[src/rtl/rf_pkg.sv]
// Shared register-file constants and types, imported by the operand-fetch
// stage, its scoreboard and the register file itself.
package rf_pkg;

    localparam int DATA_W   = 64;
    localparam int ADDR_W   = 5;
    localparam int NUM_REGS = 2 ** ADDR_W;

    typedef logic [ADDR_W-1:0]   rf_addr_t;
    typedef logic [DATA_W-1:0]   rf_data_t;
    typedef logic [NUM_REGS-1:0] rf_busy_t;

endpackage

[src/rtl/rf_scoreboard.sv]
// Busy-bit scoreboard: one bit per register marks an in-flight destination
// write. One set port, two clear ports (writeback, flush), three lookups.
module rf_scoreboard
    import rf_pkg::*;
(
    input  logic     clk,
    input  logic     reset_n,
    input  logic     i_set_en,
    input  rf_addr_t i_set_addr,
    input  logic     i_clr_wb_en,
    input  rf_addr_t i_clr_wb_addr,
    input  logic     i_clr_fl_en,
    input  rf_addr_t i_clr_fl_addr,
    input  rf_addr_t i_q0_addr,
    input  rf_addr_t i_q1_addr,
    input  rf_addr_t i_q2_addr,
    output logic     o_q0_busy,
    output logic     o_q1_busy,
    output logic     o_q2_busy,
    output rf_busy_t o_busy
);

    rf_busy_t r_busy;
    rf_busy_t w_set_mask;
    rf_busy_t w_clr_mask;
    rf_busy_t w_busy_nxt;

    always_comb begin
        w_set_mask = '0;
        w_clr_mask = '0;
        if (i_set_en)
            w_set_mask[i_set_addr] = 1'b1;
        if (i_clr_wb_en)
            w_clr_mask[i_clr_wb_addr] = 1'b1;
        if (i_clr_fl_en)
            w_clr_mask[i_clr_fl_addr] = 1'b1;
        // Set is applied after the clears so a new writer keeps its register busy.
        w_busy_nxt = (r_busy & ~w_clr_mask) | w_set_mask;
    end

    always_ff @(posedge clk or negedge reset_n) begin
        if (!reset_n)
            r_busy <= '0;
        else
            r_busy <= w_busy_nxt;
    end

    assign o_q0_busy = r_busy[i_q0_addr];
    assign o_q1_busy = r_busy[i_q1_addr];
    assign o_q2_busy = r_busy[i_q2_addr];
    assign o_busy    = r_busy;

endmodule

[src/rtl/operand_fetch.sv]
// Operand-fetch stage: drives register-file reads, bypasses same-cycle
// writeback data, stalls RAW/WAW hazards and registers operands for execute.
module operand_fetch
    import rf_pkg::*;
#(
    parameter int CTL_W = 32
) (
    input  logic             clk,
    input  logic             reset_n,
    input  logic             in_valid,
    output logic             in_ready,
    input  rf_addr_t         in_rs0,
    input  rf_addr_t         in_rs1,
    input  rf_addr_t         in_rd,
    input  logic             in_use_rs0,
    input  logic             in_use_rs1,
    input  logic             in_wr_rd,
    input  logic [CTL_W-1:0] in_ctl,
    output logic [1:0]       rf_read_en,
    output rf_addr_t         rf_raddr_0,
    output rf_addr_t         rf_raddr_1,
    input  rf_data_t         rf_rdata_0,
    input  rf_data_t         rf_rdata_1,
    input  logic             wb_valid,
    input  rf_addr_t         wb_addr,
    input  rf_data_t         wb_data,
    input  logic             flush,
    output logic             out_valid,
    input  logic             out_ready,
    output rf_data_t         out_op0,
    output rf_data_t         out_op1,
    output rf_addr_t         out_rd,
    output logic             out_wr_rd,
    output logic [CTL_W-1:0] out_ctl,
    output rf_busy_t         busy
);

    logic             w_byp0;
    logic             w_byp1;
    logic             w_byp_rd;
    logic             w_busy0;
    logic             w_busy1;
    logic             w_busy_rd;
    logic             w_hazard;
    logic             w_issue;
    rf_data_t         w_op0;
    rf_data_t         w_op1;

    logic             r_vld_p1;
    rf_data_t         r_op0_p1;
    rf_data_t         r_op1_p1;
    rf_addr_t         r_rd_p1;
    logic             r_wr_rd_p1;
    logic [CTL_W-1:0] r_ctl_p1;

    assign rf_raddr_0 = in_rs0;
    assign rf_raddr_1 = in_rs1;
    assign rf_read_en = {in_valid & in_use_rs1, in_valid & in_use_rs0};

    // The writeback lands in the register file only at the next edge, so its
    // data is forwarded here and also resolves the matching busy bit early.
    assign w_byp0   = wb_valid && (wb_addr == in_rs0);
    assign w_byp1   = wb_valid && (wb_addr == in_rs1);
    assign w_byp_rd = wb_valid && (wb_addr == in_rd);

    always_comb begin
        w_op0 = '0;
        w_op1 = '0;
        if (in_use_rs0)
            w_op0 = w_byp0 ? wb_data : rf_rdata_0;
        if (in_use_rs1)
            w_op1 = w_byp1 ? wb_data : rf_rdata_1;
    end

    assign w_hazard = (in_use_rs0 & w_busy0   & ~w_byp0)
                    | (in_use_rs1 & w_busy1   & ~w_byp1)
                    | (in_wr_rd   & w_busy_rd & ~w_byp_rd);

    assign in_ready = (~r_vld_p1 | out_ready) & ~flush & ~w_hazard;
    assign w_issue  = in_valid & in_ready;

    rf_scoreboard u_scoreboard (
        .clk           (clk),
        .reset_n       (reset_n),
        .i_set_en      (w_issue & in_wr_rd),
        .i_set_addr    (in_rd),
        .i_clr_wb_en   (wb_valid),
        .i_clr_wb_addr (wb_addr),
        .i_clr_fl_en   (flush & r_vld_p1 & r_wr_rd_p1),
        .i_clr_fl_addr (r_rd_p1),
        .i_q0_addr     (in_rs0),
        .i_q1_addr     (in_rs1),
        .i_q2_addr     (in_rd),
        .o_q0_busy     (w_busy0),
        .o_q1_busy     (w_busy1),
        .o_q2_busy     (w_busy_rd),
        .o_busy        (busy)
    );

    // Stage p1: output register toward execute.
    always_ff @(posedge clk or negedge reset_n) begin
        if (!reset_n) begin
            r_vld_p1   <= 1'b0;
            r_op0_p1   <= '0;
            r_op1_p1   <= '0;
            r_rd_p1    <= '0;
            r_wr_rd_p1 <= 1'b0;
            r_ctl_p1   <= '0;
        end else if (w_issue) begin
            r_vld_p1   <= 1'b1;
            r_op0_p1   <= w_op0;
            r_op1_p1   <= w_op1;
            r_rd_p1    <= in_rd;
            r_wr_rd_p1 <= in_wr_rd;
            r_ctl_p1   <= in_ctl;
        end else if (flush || (r_vld_p1 && out_ready)) begin
            r_vld_p1   <= 1'b0;
        end
    end

    assign out_valid = r_vld_p1;
    assign out_op0   = r_op0_p1;
    assign out_op1   = r_op1_p1;
    assign out_rd    = r_rd_p1;
    assign out_wr_rd = r_wr_rd_p1;
    assign out_ctl   = r_ctl_p1;

endmodule
[config.mk]
export PLATFORM = sky130hd
export DESIGN_NAME = operand_fetch
export DESIGN_NICKNAME = d
export VERILOG_FILES = /design/src/rtl/rf_pkg.sv /design/src/rtl/rf_scoreboard.sv /design/src/rtl/operand_fetch.sv
export SDC_FILE = /design/constraint.sdc
export NUM_CORES = 1
export LEC_CHECK = 0
export ABC_CLOCK_PERIOD_IN_PS = 2900
export CAP_MARGIN = 10
export CORE_AREA = 2 2 182 184
export DETAILED_ROUTE_END_ITERATION = 7
export DIE_AREA = 0 0 184 186
export GPL_ROUTABILITY_DRIVEN = 0
export HOLD_SLACK_MARGIN = 0.12
export PLACE_DENSITY_LB_ADDON = 0.12
export SYNTH_ARGS = -nofsm -noshare
export SYNTH_HDL_FRONTEND = slang
export SYNTH_SLANG_ARGS = --single-unit
[constraint.sdc]
create_clock -name clk -period 2.9 [get_ports clk]
set_clock_uncertainty 0.05 [all_clocks]
set_input_delay 0.58 -clock clk [delete_from_list [all_inputs] [get_ports clk]]
set_output_delay 0.58 -clock clk [all_outputs]
set_load 0.05 [all_outputs]
==> results by group <==
Route
  • DRC: 0
  • Via count: 10400
  • Post-route ant nets: 0
  • DR vias/cell: 5.35
  • WL/cell: 24.1 um
  • Iter 0 DRT Violations: 633
  • Drt total wl: 46800 um
  • DR pass1 iterations: 5

Setup path
  • Number of cells on the worst reg-to-reg path: 12
  • Setup Crit Path Kind: primary input to output pin
  • WP data required: 2270 ps
  • Reg2reg setup slack: -120 ps
  • CP arrival: 2580 ps
  • R2r startpoint: u_scoreboard.o_busy[16]
  • Crit end category: output pin
  • Max FO, Critical Path: 9
  • Crit Reg-Reg Endpoint: out_op0[51]
  • Startpoint Class: primary input

Logic synthesis
  • Mean Syn Cell Area: 11.4 um^2
  • Primary FF master, synth: dfrtp_1
  • YS warnings: 0
  • Top cell type's share of synthesized area: 0.462
  • Post-synth top cells: dfrtp_1, nand2_1, mux2_1
  • Netlist Area Pre-Place: 0.0108 mm^2
  • Most common cell in the synthesized netlist: dfrtp_1
  • Yosys top cell by area: dfrtp_1
  • Synthesis-stage register bit count: 199
  • Register area share after synthesis: 0.462
  • Mapped Cells: 946
  • Dominant cells by area after synthesis: dfrtp_1, mux2_1, nand2_1, a22o_1, mux2_2
  • Post-synth EDFFs: 0
  • Synth async-reset ratio: 1.00
  • Post-synth cell types: 48
  • Syn Nets: 1199

Placed design
  • Dpl hpwl: 33200 um
  • Worst slack at placement: -1050 ps
  • I/O Buffers: 464

Clock tree
  • CTS root buf: clkbuf_16
  • TritonCTS buffer count: 17
  • CTS tree: done
  • Max Buffers Root-to-Sink: 2
  • Clock sink count: 199
  • Worst-skew pair later-pin latency: 450 ps
  • Worst-path clk slew: 70 ps
  • # H-tree levels: 4

Die
  • I/O Pins: 465
  • Core ar.: 0.0322 mm^2
  • Die Footprint: 0.0342 mm^2
  • Die width: 184 um
  • Starting Density: 0.334
  • Die height: 186 um
  • Rows: 66

Global route
  • Number of global-route vias before repair: 10500
  • Initial antenna violation count: 2
  • Pin count of the biggest net entering global routing: 71
  • GRT overflow: 0
  • Total track usage: 0.264
  • First-pass GRT wire length: 67000 um

Timing
  • Post-route clock period utilization: 1.11
  • F_max: 312 MHz
  • Setup Viol. Count Final: 148
  • Final Critical Period: 3210 ps
  • Final Max Tran Viols: 0
  • Setup ws final: -305 ps
  • Least-Margin Pin Slew: 894 ps
  • Final Hold Viols: 0
  • RSZ-0062 raised after global routing: true
  • Max-slew headroom: 0.404

Min path
  • Worst Hold End: out_op0[43]
  • Worst hold path type: flip-flop to flip-flop
  • Hold Path Depth: 1
  • Hold wc startpoint: out_op0[43]

Power and ir drop
  • VDD IR max: 0.000406 V
  • Overall Power: 11700 uW
  • P_leak: 0.00819 uW
  • PD cells: 614 mW/mm^2

Cells and area
  • P&R area growth vs syn: 76.8%
  • Share of cells above drive strength 1: 0.293
  • Final #Nets: 1771

Run status
  • Failing checks: negative setup slack
  • Status: finished with violations

Run
  • Number of max-cap violations: 0
-- timing repair --
action	4_1_cts	5_1_grt
hold buffers	1	0
resized for setup	143	96
hold endpoints to repair	46	0
cloned	14	5
pin swaps	13	8
endpoints found under the setup margin	200	194
setup buffers	27	10
-- through the flow --
step	utilization	setup TNS, ps	cells	cell area, um^2	hold WS [ps]
floorplan	-	-22240	946	11000	234
global placement	0.528	-186310	1861	17000	417
detailed placement	0.528	-188950	1861	17000	424
CTS	0.581	-6670	1935	18700	439
global route	0.591	-29210	1941	19000	474
finish	0.591	-11980	1941	19000	460
-- report_power, final --
group	switching [uW]	leakage, uW	internal (uW)
registers	355	0.00255	3290
logic	3050	0.00534	2370
clock network	1130	0.000303	1520
total	4530	0.00819	7180
-- area by class of cell --
| class | instances | area [um^2] |
|---|---|---|
| clock inverters | 10 | 165 |
| flip-flops and latches | 199 | 4980 |
| multi-input cells | 653 | 6060 |
| diodes | 2 | 5.00 |
| clock buffers | 22 | 474 |
| inverters | 4 | 15.0 |
| repair buffers | 643 | 6840 |
| well taps | 408 | 510 |
| fillers | 2751 | 13200 |
-- sequential cells by signal, indices dropped and copies added, names as in the netlist --
| name | flops |
|---|---|
| out_valid | 1 |
| u_scoreboard.o_busy | 32 |
| out_wr_rd | 1 |
| out_op1 | 64 |
| out_rd | 5 |
| out_op0 | 64 |
| out_ctl | 32 |
-- worst max-delay path by stage --
stage	from	end	slack, ps	depth (start not counted)
detailed placement	in_rd[0]	out_op0[51]	-1050	10
floorplan	in_rd[0]	out_ctl[15]	-150	10
CTS	u_scoreboard.o_busy[16]	in_ready	-320	7
finish	in_rs0[3]	in_ready	-310	9
global placement	in_rs0[0]	out_op0[48]	-1040	9
global route	u_scoreboard.o_busy[30]	in_ready	-360	7
-- layout by cell type, fill, tap and decap left out, types with 11 or more instances in the layout --
cell	netlist	final
a21boi_0	64	64
a22o_1	64	64
buf_12	0	50
buf_4	24	111
buf_6	8	16
clkbuf_16	0	22
clkdlybuf4s50_1	0	436
dfrtp_1	199	197
mux2_4	4	167
mux4_2	23	23
nand2_1	163	163
nand3b_1	12	12
nor2_1	12	11
o21ai_1	29	28
o221ai_1	29	29
-- kinds of logic (layout without fill, tap and decap cells) --
| family | count (synthesis) | in the layout | share of synthesized area |
|---|---|---|---|
| AO/OA/AOI/OAI | 208 | 208 | 0.148 |
| XOR/XNOR | 15 | 15 | 0.0122 |
| buffers and inverters | 94 | 679 | 0.0473 |
| flip-flops | 199 | 199 | 0.462 |
| multiplexers | 196 | 196 | 0.230 |
| other | 0 | 2 | 0 |
| AND/OR/NAND/NOR | 234 | 234 | 0.0999 |
-- layer usage --
layer,vias to the layer above,share of wire,routed length [um],global-route usage
li1,4593,-,-,-
met4,0,0.033,1560,0.109
met3,89,0.079,3700,0.0687
met1,5206,0.40,18600,0.324
met5,-,0,0,0
met2,493,0.49,22900,0.444
-- critical path, stage by stage --
cell and delay, ps:
clkdlybuf4s50_1 500, buf_12 150, mux4_2 350, nand3b_1 110, nand4_1 130, and4_4 210, buf_4 140, nor3b_4 230
buf_12 170
(Power assumes the default switching activity.)
